==> config.mk <==
export PLATFORM = sky130hd
export DESIGN_NAME = lsu_load
export DESIGN_NICKNAME = d
export VERILOG_FILES = /design/src/rtl/lsu_load.sv
export SDC_FILE = /design/constraint.sdc
export NUM_CORES = 1
export LEC_CHECK = 0
export CORE_MARGIN = 8
export CORE_UTILIZATION = 43
export DETAILED_ROUTE_END_ITERATION = 8
export PLACE_DENSITY = 0.83
export SLEW_MARGIN = 5
export SYNTH_ARGS = -nofsm -noshare
export SYNTH_HDL_FRONTEND = slang
export SYNTH_SLANG_ARGS = --single-unit
==> constraint.sdc <==
create_clock -name clk -period 3.6 [get_ports clk]
set_clock_uncertainty 0.15 [all_clocks]
set_input_delay 0.72 -clock clk [delete_from_list [all_inputs] [get_ports clk]]
set_output_delay 0.72 -clock clk [all_outputs]
set_load 0.005 [all_outputs]
==> src/rtl/lsu_load.sv <==
// rtl/lsu_load.sv - single-outstanding load unit: aligned read, byte-lane extract, register write-back
module lsu_load #(
  parameter int CPU_WIDTH      = 64,
  parameter int REG_ADDR_WIDTH = 5
) (
  input  logic                      clk,
  input  logic                      rst_n,
  input  logic                      ld_valid,
  output logic                      ld_ready,
  input  logic [CPU_WIDTH-1:0]      ld_base,
  input  logic [31:0]               ld_imm,
  input  logic [2:0]                ld_funct3,
  input  logic [REG_ADDR_WIDTH-1:0] ld_rd,
  output logic                      mem_req_valid,
  input  logic                      mem_req_ready,
  output logic [CPU_WIDTH-1:0]      mem_raddr,
  input  logic                      mem_rvalid,
  input  logic [CPU_WIDTH-1:0]      mem_rdata,
  output logic                      wb_wen,
  output logic [REG_ADDR_WIDTH-1:0] wb_waddr,
  output logic [CPU_WIDTH-1:0]      wb_wdata,
  output logic                      ld_err,
  output logic                      busy
);

  typedef enum logic [2:0] {
    S_IDLE,
    S_REQ,
    S_WAIT,
    S_WB,
    S_ERR
  } state_t;

  state_t                      state;
  logic [CPU_WIDTH-1:0]        eff;
  logic [2:0]                  funct3;
  logic [REG_ADDR_WIDTH-1:0]   rd;
  logic [CPU_WIDTH-1:0]        result;

  logic [CPU_WIDTH-1:0]        eff_next;
  logic                        misaligned;
  logic                        illegal;
  logic [CPU_WIDTH-1:0]        sh;
  logic [CPU_WIDTH-1:0]        ext;

  always_comb begin
    eff_next = ld_base + {{(CPU_WIDTH-32){ld_imm[31]}}, ld_imm};
    illegal  = (ld_funct3 == 3'b111);
    // Access size comes from funct3[1:0]; bytes are never misaligned.
    misaligned = 1'b0;
    case (ld_funct3[1:0])
      2'b01:   misaligned = eff_next[0];
      2'b10:   misaligned = |eff_next[1:0];
      2'b11:   misaligned = |eff_next[2:0];
      default: misaligned = 1'b0;
    endcase
  end

  always_comb begin
    sh  = mem_rdata >> {eff[2:0], 3'b000};
    ext = sh;
    case (funct3)
      3'b000:  ext = {{(CPU_WIDTH-8){sh[7]}},   sh[7:0]};
      3'b001:  ext = {{(CPU_WIDTH-16){sh[15]}}, sh[15:0]};
      3'b010:  ext = {{(CPU_WIDTH-32){sh[31]}}, sh[31:0]};
      3'b100:  ext = {{(CPU_WIDTH-8){1'b0}},    sh[7:0]};
      3'b101:  ext = {{(CPU_WIDTH-16){1'b0}},   sh[15:0]};
      3'b110:  ext = {{(CPU_WIDTH-32){1'b0}},   sh[31:0]};
      default: ext = sh;
    endcase
  end

  always_ff @(posedge clk or negedge rst_n) begin
    if (!rst_n) begin
      state  <= S_IDLE;
      eff    <= '0;
      funct3 <= '0;
      rd     <= '0;
      result <= '0;
    end else begin
      case (state)
        S_IDLE: begin
          if (ld_valid) begin
            eff    <= eff_next;
            funct3 <= ld_funct3;
            rd     <= ld_rd;
            state  <= (illegal || misaligned) ? S_ERR : S_REQ;
          end
        end
        S_REQ: begin
          if (mem_req_ready) state <= S_WAIT;
        end
        S_WAIT: begin
          // Responses are only honoured here, so a pulse coincident with the handshake is dropped.
          if (mem_rvalid) begin
            result <= ext;
            state  <= S_WB;
          end
        end
        S_WB:    state <= S_IDLE;
        S_ERR:   state <= S_IDLE;
        default: state <= S_IDLE;
      endcase
    end
  end

  assign ld_ready      = (state == S_IDLE);
  assign busy          = (state != S_IDLE);
  assign mem_req_valid = (state == S_REQ);
  assign mem_raddr     = {eff[CPU_WIDTH-1:3], 3'b000};
  assign wb_wen        = (state == S_WB) && (rd != '0);
  assign wb_waddr      = rd;
  assign wb_wdata      = result;
  assign ld_err        = (state == S_ERR);

endmodule

==> metrics.md <==
| Metric | Value |
|---|---|
| Drt pass-1 iters | `5` |
| IO Port Bufs | `307` |
| Routed vias | `12537` |
| Final critical-path setup slack | `0.0485 ns` |
| Global-route wire length before repair | `68.4 mm` |
| Avg WL per Cell | `20.2 um` |
| Ys flop type | `dfrtp_1` |
| Final slew viol count | `0` |
| Synth Area in XOR/XNOR | `3.61%` |
| Non-Filler Instances | `2190` |
| Std cell rows | `59` |
| Least-Margin Pin Slew | `0.788 ns` |
| Crit path from | `ld_imm[31]` |
| Min cycle time layout | `3.55 ns` |
| Hold WC Path Type | `in -> async` |
| Post-synthesis simple-gate area fraction | `18.7%` |
| GR Overflow Total | `0` |
| Sink Count | `139` |
| Static leakage | `7.24 nW` |
| CTS Buf Count | `17` |
| Multi-input combinational cell area | `0.00705 mm^2` |
| Layout cells sized above 1 | `17.8%` |
| Achievable clock frequency | `282 MHz` |
| Final Cycle Share | `98.7%` |
| Post-synthesis sequential area ratio | `30.5%` |
| Reg-to-reg critical path startpoint | `eff[0]` |
| Status | `complete, no violations` |
| Nets@finish | `2079` |
| Synth area leader | `dfrtp_1` |
| GRT Resource Usage Total | `27.1%` |
| P&R area growth vs syn | `45.0%` |
| Final WL | `44.3 mm` |
| Number of global-route vias before repair | `12538` |
| Synthesized instance count | `1436` |
| Mapped Area | `0.0114 mm^2` |
| Syn_area_per_cell | `7.94 um^2` |
| Adder-Cell Fraction of Synth Area | `7.09%` |
| Synth Area in Compound Gates | `24.2%` |
| Antenna diodes | `0` |
| Commonest non-fill, non-tap cell in the layout | `clkdlybuf4s50_1` |
| EDFF count, synth | `0` |
| I/O Pins | `311` |
| Crit end category | `flop` |
| Antenna viol nets, final | `0` |
| H-Tree Depth | `4` |
| Initial antenna violation count | `0` |
| Yosys top cell area share | `30.5%` |
| Largest family of logic cells by synthesized area | `compound AO/OA/AOI/OAI gates` |
| #FFs+latches synth | `139` |
| VDD IR max | `0.000410 V` |
| Root buf cell | `clkbuf_16` |
| FF+latch area | `0.00348 mm^2` |
| Largest net degree at the start of global routing | `90` |
| Max clock buf depth | `2` |
| Yosys Warn Count | `0` |
| Top area cells in the synthesized netlist | `dfrtp_1 (30%), nand2_1 (7.0%), ha_1 (6.9%), o21ai_0 (6.5%), a21oi_1 (6.4%)` |
| Die Y | `179 um` |
| Pre-CTS setup slack | `-0.547 ns` |
| Final GP Congestion | `0.971` |
| Vias/cell | `5.72` |
| Post-synthesis mux area share | `7.37%` |
| Die width | `179 um` |
| # fillers | `2254` |
| Crit-path max FO | `15` |
| Required @ worst endpoint | `3.81 ns` |
| Iter 0 DRT Violations | `1180` |
| Clock slew at reported path FFs | `0.07 ns` |
| CP Class | `in -> reg` |
| Fraction of registers with async set/reset | `100%` |
| Max-capacitance violation count | `0` |
| Synth cell types | `75` |
| Commonest non-fill, non-tap cells in the layout | `clkdlybuf4s50_1 (304), buf_4 (234), nand2_1 (213)` |
| CTS tree | `done` |
| CTS Hold Buffers Added | `0` |
| CP Data Arrival Time | `3.76 ns` |
| Total Die Area | `0.0320 mm^2` |
| CP Launch Type | `input port` |
| Post-DP HPWL | `35.6 mm` |
| PD cells | `648 mW/mm^2` |
| Setup violators final | `0` |
| Clock Latency Late Sink | `0.42 ns` |
| Drt drc | `0` |
| Rel. slew slack | `47.5%` |
| Initial core utilization | `43.8%` |
| Placed instance count | `2156` |
| Final Hold Viols | `0` |
| Core area | `0.0261 mm^2` |
[cells by family after synthesis]
kind of cell / Yosys count
DFF: 139
and+or+nand+nor: 467
other: 1
muxes: 78
AOI/OAI and AO/OA: 456
adders and majority gates: 64
xor gates and xnor gates: 47
buffers and inverters: 184
[routing by layer]
layer / track usage, % / wire (um)
met2: 45.6 / 20900
met1: 33.3 / 18000
met4: 11.1 / 1590
met3: 5.50 / 3810
met5: 0 / 0
[flip-flops by register name, summed over array words and instances (netlist names)]
name	cells
eff	64
wb_wdata	64
wb_waddr	5
funct3	3
state	3
[repair_timing]
action / in CTS / in global routing
gates resized for setup: 3 / 18
setup buffers: 1 / 1
pin swaps: 3 / 7
endpoints found under the setup margin: 3 / 23
[report_power, final]
part	internal [mW]	switching (mW)
clock network	0.921	0.834
registers	2.33	0.603
logic	3.05	2.97
[worst max-delay path, stage by stage]
cell,delay [ns]
clkdlybuf4s50_1,0.45
buf_12,0.18
ha_1,0.30
nand4_1,0.18
or4_4,0.58
or3b_1,0.38
o22ai_2,0.18
or3_4,0.18
a21oi_2,0.07
or4_1,0.47
nand3_1,0.09
[final cells by class]
class | instances | area share, %
Timing Repair Buffer | 546 | 29.8
Multi-Input combinational cell | 1115 | 42.6
Clock inverter | 15 | 0.885
Tap cell | 335 | 2.54
Inverter | 23 | 0.522
Clock buffer | 17 | 2.57
Sequential cell | 139 | 21.0
[path summary, 6_finish.rpt]
check | to | depth (start not counted) | slack (ns)
max in group asynchronous | eff[51] | 2 | 2.30
min reg2reg | wb_wdata[15] | 2 | 0.33
max reg2reg | wb_wdata[6] | 6 | 0.87
min in group clk | wb_wdata[15] | 2 | 0.33
max | eff[60] | 11 | 0.05
min | wb_wdata[10] | 1 | 0.14
[stage by stage]
stage / hold WS (ns) / total power [mW] / area [um^2] / utilization (%) / TNS [ns]
after global routing: 0.166 / 11.4 / 16500 / 63.4 / -0.0144
after floorplan: 0.274 / 6.12 / 11400 / - / 0
after detailed placement: 0.314 / 8.91 / 15900 / 60.9 / -11.11
after global placement: 0.310 / 8.80 / 15900 / 60.9 / -8.29
after CTS: 0.141 / 10.7 / 16500 / 63.2 / 0
final: 0.135 / 10.7 / 16500 / 63.4 / 0
[synthesized netlist by cell type, types with 13 or more instances]
master and n:
a21o_1 27, a21oi_1 145, buf_2 17, buf_4 66
clkbuf_1 64, dfrtp_1 139, ha_1 63, inv_1 23
mux2_2 18, mux2i_1 57, nand2_1 214, nand3_1 31
nand4_1 33, nor2_1 101, nor3_1 22, o211ai_1 15
o21ai_0 148, o21bai_1 15, o22a_1 24, or2_2 13
xnor2_1 30, xor2_1 17
Note: power is estimated with default switching activity, not from simulation.
